$ cat config.mk
export PLATFORM = sky130hd
export DESIGN_NAME = muldiv_unit_flat
export DESIGN_NICKNAME = d
export VERILOG_FILES = /design/src/rtl/muldiv_unit_if.sv /design/src/rtl/muldiv_unit.sv /design/src/flat_wrapper.sv
export SDC_FILE = /design/constraint.sdc
export NUM_CORES = 1
export LEC_CHECK = 0
export ABC_AREA = 1
export ABC_CLOCK_PERIOD_IN_PS = 7100
export CORE_ASPECT_RATIO = 1.4
export CORE_MARGIN = 4
export CORE_UTILIZATION = 25
export CTS_CLUSTER_DIAMETER = 150
export DETAILED_ROUTE_END_ITERATION = 10
export PLACE_DENSITY = 0.44
export SLEW_MARGIN = 0
export SYNTH_ARGS = -nofsm -noshare
export SYNTH_HDL_FRONTEND = slang
export SYNTH_SLANG_ARGS = --single-unit
$ cat constraint.sdc
create_clock -name clk -period 7.1 [get_ports clk]
set_clock_uncertainty 0.1 [all_clocks]
set_input_delay 1.065 -clock clk [delete_from_list [all_inputs] [get_ports clk]]
set_output_delay 1.065 -clock clk [all_outputs]
set_load 0.05 [all_outputs]
$ cat src/rtl/muldiv_unit_if.sv
// Request/result bundle between the execute stage and the HI/LO multiply/divide unit.
interface muldiv_unit_if #(
    parameter int WIDTH = 32
);
    logic             start;
    logic [1:0]       op;
    logic [WIDTH-1:0] a;
    logic [WIDTH-1:0] b;
    logic             hiwrite;
    logic             lowrite;
    logic [WIDTH-1:0] writedata;
    logic             busy;
    logic             done;
    logic [WIDTH-1:0] hi;
    logic [WIDTH-1:0] lo;

    modport master (
        output start, op, a, b, hiwrite, lowrite, writedata,
        input  busy, done, hi, lo
    );

    modport slave (
        input  start, op, a, b, hiwrite, lowrite, writedata,
        output busy, done, hi, lo
    );
endinterface

$ cat src/rtl/muldiv_unit.sv
// Iterative HI/LO multiply/divide: radix-2 shift-add multiply, restoring divide,
// one bit per clock on magnitudes with a sign fix-up on the way out.
module muldiv_unit #(
    parameter int WIDTH = 32
) (
    input  logic         clk,
    input  logic         rst,
    muldiv_unit_if.slave bus
);
    localparam int CW = $clog2(WIDTH);
    localparam logic [CW-1:0] LAST = CW'(WIDTH - 1);

    localparam logic [1:0] IDLE   = 2'd0;
    localparam logic [1:0] RUN    = 2'd1;
    localparam logic [1:0] FINISH = 2'd2;

    logic [1:0]       state;
    logic [CW-1:0]    cnt;
    logic             is_div;
    logic             neg_res;
    logic             neg_rem;
    logic             div_zero;
    logic [WIDTH-1:0] acc;
    logic [WIDTH-1:0] mq;
    logic [WIDTH-1:0] opb;
    logic [WIDTH-1:0] hi_r;
    logic [WIDTH-1:0] lo_r;
    logic             done_r;

    logic             signed_op;
    logic             a_neg;
    logic             b_neg;
    logic [WIDTH-1:0] abs_a;
    logic [WIDTH-1:0] abs_b;
    logic [WIDTH-1:0] addend;
    logic [WIDTH:0]   madd;
    logic [WIDTH:0]   dshift;
    logic [WIDTH:0]   dsub;
    logic [2*WIDTH-1:0] prod;
    logic [2*WIDTH-1:0] prod_fix;

    always_comb begin
        signed_op = ~bus.op[0];
        a_neg     = signed_op & bus.a[WIDTH-1];
        b_neg     = signed_op & bus.b[WIDTH-1];
        abs_a     = a_neg ? -bus.a : bus.a;
        abs_b     = b_neg ? -bus.b : bus.b;
        addend    = mq[0] ? opb : '0;
        madd      = {1'b0, acc} + {1'b0, addend};
        dshift    = {acc, mq[WIDTH-1]};
        dsub      = dshift - {1'b0, opb};
        prod      = {acc, mq};
        prod_fix  = neg_res ? -prod : prod;
    end

    // mq holds the multiplier (consumed from the LSB) or the dividend (consumed
    // from the MSB while quotient bits enter at the LSB); acc is the upper half.
    always_ff @(posedge clk) begin
        if (rst) begin
            state    <= IDLE;
            cnt      <= '0;
            is_div   <= 1'b0;
            neg_res  <= 1'b0;
            neg_rem  <= 1'b0;
            div_zero <= 1'b0;
            acc      <= '0;
            mq       <= '0;
            opb      <= '0;
            hi_r     <= '0;
            lo_r     <= '0;
            done_r   <= 1'b0;
        end else begin
            done_r <= 1'b0;
            case (state)
                IDLE: begin
                    if (bus.start) begin
                        state    <= RUN;
                        is_div   <= bus.op[1];
                        neg_res  <= a_neg ^ b_neg;
                        neg_rem  <= a_neg;
                        div_zero <= (bus.b == '0);
                        cnt      <= '0;
                        acc      <= '0;
                        if (bus.op[1]) begin
                            mq  <= abs_a;
                            opb <= abs_b;
                        end else begin
                            mq  <= abs_b;
                            opb <= abs_a;
                        end
                    end else begin
                        if (bus.hiwrite) hi_r <= bus.writedata;
                        if (bus.lowrite) lo_r <= bus.writedata;
                    end
                end
                RUN: begin
                    if (is_div) begin
                        if (!dsub[WIDTH]) begin
                            acc <= dsub[WIDTH-1:0];
                            mq  <= {mq[WIDTH-2:0], 1'b1};
                        end else begin
                            acc <= dshift[WIDTH-1:0];
                            mq  <= {mq[WIDTH-2:0], 1'b0};
                        end
                    end else begin
                        acc <= madd[WIDTH:1];
                        mq  <= {madd[0], mq[WIDTH-1:1]};
                    end
                    cnt <= cnt + 1'b1;
                    if (cnt == LAST) state <= FINISH;
                end
                FINISH: begin
                    // Divide by zero leaves the remainder equal to the dividend,
                    // so only the quotient needs overriding.
                    if (is_div) begin
                        hi_r <= neg_rem ? -acc : acc;
                        lo_r <= div_zero ? '1 : (neg_res ? -mq : mq);
                    end else begin
                        {hi_r, lo_r} <= prod_fix;
                    end
                    done_r <= 1'b1;
                    state  <= IDLE;
                end
                default: state <= IDLE;
            endcase
        end
    end

    assign bus.busy = (state != IDLE);
    assign bus.done = done_r;
    assign bus.hi   = hi_r;
    assign bus.lo   = lo_r;
endmodule

$ cat src/flat_wrapper.sv
// flat-port wrapper written by rule: the top's interface ports become plain ports
module muldiv_unit_flat 
#(
    parameter int WIDTH = 32
)
  (clk, rst, bus_start, bus_op, bus_a, bus_b, bus_hiwrite, bus_lowrite, bus_writedata, bus_busy, bus_done, bus_hi, bus_lo);
  muldiv_unit_if #(.WIDTH(WIDTH)) bus_i ();
  input  logic clk;
  input  logic rst;
  input wire logic [$bits(bus_i.start)-1:0] bus_start;
  input wire logic [$bits(bus_i.op)-1:0] bus_op;
  input wire logic [$bits(bus_i.a)-1:0] bus_a;
  input wire logic [$bits(bus_i.b)-1:0] bus_b;
  input wire logic [$bits(bus_i.hiwrite)-1:0] bus_hiwrite;
  input wire logic [$bits(bus_i.lowrite)-1:0] bus_lowrite;
  input wire logic [$bits(bus_i.writedata)-1:0] bus_writedata;
  output wire logic [$bits(bus_i.busy)-1:0] bus_busy;
  output wire logic [$bits(bus_i.done)-1:0] bus_done;
  output wire logic [$bits(bus_i.hi)-1:0] bus_hi;
  output wire logic [$bits(bus_i.lo)-1:0] bus_lo;
  assign bus_i.start = bus_start;
  assign bus_i.op = bus_op;
  assign bus_i.a = bus_a;
  assign bus_i.b = bus_b;
  assign bus_i.hiwrite = bus_hiwrite;
  assign bus_i.lowrite = bus_lowrite;
  assign bus_i.writedata = bus_writedata;
  assign bus_busy = bus_i.busy;
  assign bus_done = bus_i.done;
  assign bus_hi = bus_i.hi;
  assign bus_lo = bus_i.lo;
  muldiv_unit #(.WIDTH(WIDTH)) u_core (.clk(clk), .rst(rst), .bus(bus_i));
endmodule
## After elaboration in Yosys (flattened, before gate mapping)

Cells that the tools add are included.

| word-level totals | value |
|---|---|
| flip-flop bits (word level) | 172 |
| word-level logic and storage cells | 73 |
| bits of input ports | 103 |

| operators by class | value |
|---|---|
| reduce and logical (&&, ||, !) cells | 10 |
| bitwise logic cells | 4 |
| eq/ne operators | 8 |
| add/subtract/negate cells | 8 |
| multiplexer cells | 31 |

Operator list:

| kind | count |
|---|---|
| $mux W32 | 19 |
| $pmux W32 S2 | 4 |
| $neg A32 Y32 | 4 |
| $mux W64 | 1 |
| $neg A64 Y64 | 1 |
| $add A32 B32 Y33 | 1 |
| $sub A33 B32 Y33 | 1 |
| $logic_not A32 Y1 | 1 |
| $pmux W5 S2 | 1 |
| $ne A2 B2 Y1 const B | 4 |
| $reduce_and A2 Y1 | 3 |
| $reduce_and A3 Y1 | 2 |
| $reduce_bool A2 Y1 | 3 |
| $add A5 B1 Y5 const B | 1 |
| $eq A5 B5 Y1 const B | 1 |
| $mux W5 | 1 |
| $mux W2 | 2 |
| $pmux W2 S2 | 1 |
| $and A1 B1 Y1 | 2 |
| $eq A2 B1 Y1 const B | 1 |
| $eq A2 B2 Y1 const B | 1 |
| $logic_not A2 Y1 | 1 |
| $mux W1 | 2 |
| $ne A2 B1 Y1 const B | 1 |
| 2 further kinds | 2 |

## Logic depth before layout (Yosys ltp)

| logic depth | value |
|---|---|
| depth after elaboration | 6 |
| depth in mapped cells | 20 |
| mapped depth without buffers | 18 |

## Worst setup path before layout

OpenSTA, ideal clock, no wires.

| timing | value |
|---|---|
| path kind | input port to flip-flop |
| start | in bus_b[0] |
| end | reg u_core.opb[26] |
| data required time | 6.885 ns |
| setup slack | 4.450 ns |
| arrival | 2.434 ns |
| stages | 15 |
| buffers on the path | 0 |
| library setup time | 0.115 ns |
| cells stage by stage | inv_1 > ha_1 > nand3_1 > inv_1 > nand2_1 > nor2_1 > nand2_1 > o21ai_1 > nand2_1 > nand2_1 > nand2_1 > nand2_1 > o21ai_0 > o21ai_0 > inv_1 |

| between the ends | value |
|---|---|
| longest elaborated chain between the ends | 3 |

Ends and longest elaborated chain:

| what | line | text |
|---|---|---|
| from (decl) | flat_wrapper.sv:13 | `input wire logic [$bits(bus_i.b)-1:0] bus_b;` |
| $neg A32 Y32 | muldiv_unit.sv:47 | `abs_b = b_neg ? -bus.b : bus.b;` |
| $mux W32 | muldiv_unit.sv:47 |  |
| $mux W32 | muldiv_unit.sv:84 | `if (bus.op[1]) begin` |
| to (signal assigned) | muldiv_unit.sv:86 | `opb <= abs_b;` |
| to (signal assigned) | muldiv_unit.sv:89 | `opb <= abs_a;` |
| to (decl) | muldiv_unit.sv:25 | `logic [WIDTH-1:0] opb;` |

Every way passes these cells.
A chain may end at the register's enable or synchronous reset.

## Worst setup path after layout

| timing | value |
|---|---|
| start | reg u_core.mq[0] |
| end | reg u_core.acc[27] |

| between the ends | value |
|---|---|
| longest elaborated chain between the ends | 4 |

Ends and longest elaborated chain:

| what | line | text |
|---|---|---|
| from (decl) | muldiv_unit.sv:24 | `logic [WIDTH-1:0] mq;` |
| from (signal assigned) | muldiv_unit.sv:85 | `mq <= abs_a;` |
| from (signal assigned) | muldiv_unit.sv:88 | `mq <= abs_b;` |
| from (signal assigned) | muldiv_unit.sv:100 | `mq <= {mq[WIDTH-2:0], 1'b1};` |
| $mux W32 | muldiv_unit.sv:48 | `addend = mq[0] ? opb : '0;` |
| $add A32 B32 Y33 | muldiv_unit.sv:49 | `madd = {1'b0, acc} + {1'b0, addend};` |
| $mux W32 | muldiv_unit.sv:97 | `if (is_div) begin` |
| $pmux W32 S2 | muldiv_unit.sv:74 | `case (state)` |
| to (signal assigned) | muldiv_unit.sv:99 | `acc <= dsub[WIDTH-1:0];` |
| to (signal assigned) | muldiv_unit.sv:102 | `acc <= dshift[WIDTH-1:0];` |
| to (signal assigned) | muldiv_unit.sv:106 | `acc <= madd[WIDTH:1];` |
| to (decl) | muldiv_unit.sv:23 | `logic [WIDTH-1:0] acc;` |

Every way passes these cells.

==> results.md <==
- Critical path's slowest cell: dfxtp_1
- Most common cell after layout, fill and taps aside: nand2_1
- CP endpoint kind: register
- Final hold slack: 0.3706 ns
- Die Height: 322.2 um
- DRC Markers: 0
- Clock slew at reported path FFs: 0.09 ns
- Global-route wire length before repair: 124,800 um
- Layout cells sized above 1: 4.147%
- Tmin final: 3.696 ns
- FFs w/ async S/R, synth: 0%
- Post-CTS Resized: 0
- Setup violations, final: 0
- Initial Util: 25.37%
- DR WL/cell: 20.34 um
- Detail Route Antenna Nets: 0
- Initial antenna violation count: 0
- Cell mode on critical path: nand2_1
- Die area: 74,870 sq um
- Sequential share of power: 30.1%
- Fmax achieved: 270.6 MHz
- Final setup TNS: 0 ns
- Final hold violation count: 0
- Total global routing track utilization: 22.02%
- Synth Flop Type: dfxtp_1
- # nets final: 3,417
- Crit-path max cell delay: 0.51 ns
- Initial DRC Count: 1,419
- Worst-case clock buffer depth: 2
- Clk network pwr share: 27.0%
- Tot Pwr: 3.756 mW
- Worst-path fanout max: 32
- Clock tree from TritonCTS: done
- Leak Pwr: 9.581 nW
- Slew HR: 19.65%
- Pre-antenna DRT Iters: 7
- Status: completed
- Power Internal: 2.015 mW
- # port buffers: 168
- Post-synthesis sequential area ratio: 19.54%
- Sw Ratio: 46.35%
- Combinational share of power: 42.9%
- Clock Tree Root: clkbuf_16
- Total gr overflow: 0
- Die width: 232.4 um
- Worst-margin pin slew: 1.204 ns
- Vias in the first global route: 19,720
- #FFs+latches synth: 172
- Pwr/cell area: 181.0 nW/um^2
- # fillers: 8,122
- Most frequent cells in the layout: nand2_1, inv_1, nand3_1
- Synth Instances: 3,153
- Sw power: 1.741 mW
- Final Wtd Congestion: 0.9103
- Largest net degree at the start of global routing: 66
- Clock sink count: 172
- Cell Rows: 114
- Hold buffers post-CTS: 0
- WP data required: 7.32 ns
- Vias: 20,430
- WL final: 85,100 um
- RSZ-0062 raised after global routing: no
- Synthesized net count: 3,328
- VDD IR max: 161.2 uV
- Area Overhead vs Synth: 17.74%
- Vias/cell: 4.885
- Synth Cell Area: 17,620 sq um
- Final Cycle Share: 52.05%
- Ports: 169
- EDFF count, synth: 0
- Core Util, Final: 29.87%
- Post-CTS setup buffers: 0
- TritonCTS Buffers: 17
- ANT cells: 0
- # H-tree levels: 4
- Slew Limit Fails: 0
- Post-detail-place hpwl: 68,600 um
- Hold Path Class: register to register
- Yosys cell types: 54
- Critical Path Start Type: register
- Clock Latency Late Sink: 0.48 ns
- Mean Syn Cell Area: 5.590 sq um
- Setup CP Type: register to register
- WP data arrival: 3.92 ns
- Critical-path cell list: buf_4 -> nand2_1 -> inv_1 -> ha_1 -> inv_1 -> fa_1 -> o21ai_2 -> nand2_1 -> nand3_1 -> nand2_1 -> nand3_1 -> nand2_1 -> nor2_1 -> nor2_1 -> nand2_1 -> a21oi_1
- Syn. warnings: 0
- Max-cap violations: 0
- Placeable Area: 69,460 sq um
## cells by family (layout without fill, tap and decap cells)
logic type | count (synthesis) | in the layout | synth area share [%]
flops | 172 | 172 | 19.54
buf+inv | 568 | 670 | 12.52
simple gates | 1636 | 1636 | 39.82
compound gates | 646 | 646 | 20.00
fa+ha+maj | 72 | 72 | 5.197
xor+xnor | 59 | 59 | 2.932
## cell type report
| cell class | instances | area, sq um | area share (%) |
|---|---|---|---|
| Multi-Input combinational cell | 2413 | 11990 | 57.79 |
| Sequential cell | 172 | 3446 | 16.61 |
| Timing Repair Buffer | 195 | 1879 | 9.056 |
| Inverter | 443 | 1664 | 8.019 |
| Tap cell | 928 | 1161 | 5.595 |
| Clock buffer | 18 | 439.2 | 2.116 |
| Clock inverter | 14 | 168.9 | 0.8140 |
## critical path: cells and delay by family (launching register included)
kind	cells	cell delay [ns]
DFF	1	0.51
adders and majority gates	2	0.74
AOI/OAI and AO/OA	2	0.41
and+or+nand+nor	9	1.13
buffers and inverters	3	0.65
## path summary, 6_finish.rpt
kind	from	to	slack (ns)	depth (start not counted)
max	u_core.mq[0]	u_core.acc[27]	3.40	16
min	u_core.cnt[3]	u_core.cnt[3]	0.37	2
max reg2reg	u_core.mq[0]	u_core.acc[27]	3.40	16
min reg2reg	u_core.cnt[3]	u_core.cnt[3]	0.37	2
## synthesized netlist by cell type (all sizes together) (36+ instances only)
| master | count | share of area [%] |
|---|---|---|
| nand3 | 333 | 9.9 |
| xor2 | 41 | 2.0 |
| buf | 36 | 1.2 |
| a21oi | 243 | 7.0 |
| clkbuf | 89 | 1.9 |
| nor2 | 261 | 5.8 |
| dfxtp | 172 | 20 |
| o21ai | 293 | 8.5 |
| ha | 70 | 5.0 |
| nand2 | 931 | 20 |
| a31oi | 42 | 1.5 |
| inv | 438 | 9.3 |
## metal layers
layer | up-vias | wire (um) | GRT usage [%]
met5 | - | 0 | 0
met4 | 0 | 3717 | 9.264
met3 | 127 | 3026 | 2.173
met2 | 520 | 44900 | 42.11
met1 | 9312 | 33450 | 24.61
li1 | 10470 | - | -
## flip-flops by register name (all words and copies together), names as in the netlist
register / count
u_core.div_zero: 1
u_core.neg_res: 1
u_core.cnt: 5
u_core.state: 2
u_core.neg_rem: 1
u_core.opb: 32
u_core.acc: 32
u_core.mq: 32
u_core.bus.hi: 32
u_core.is_div: 1
u_core.bus.done: 1
u_core.bus.lo: 32
## per-stage QoR
| step | std cells | cell area (sq um) | setup slack [ns] |
|---|---|---|---|
| 6_report | 4183 | 20750 | 3.404 |
| 5_1_grt | 4183 | 20750 | 3.215 |
| 4_1_cts | 4183 | 20750 | 3.347 |
| 3_5_place_dp | 4151 | 20140 | 3.108 |
| 3_3_place_gp | 4151 | 20140 | 3.163 |
| 2_1_floorplan | 3153 | 17620 | 4.450 |
## power by group through the flow
stage / clock (mW) / sequential (mW) / combinational (mW)
after global routing: 1.06 / 1.14 / 1.79
after floorplan: 0 / 1.18 / 1.03
after global placement: 0 / 1.16 / 1.61
after CTS: 1.04 / 1.13 / 1.61
after detailed placement: 0 / 1.15 / 1.61
final: 1.01 / 1.13 / 1.61
No activity file was read; power rests on OpenSTA's default activity.
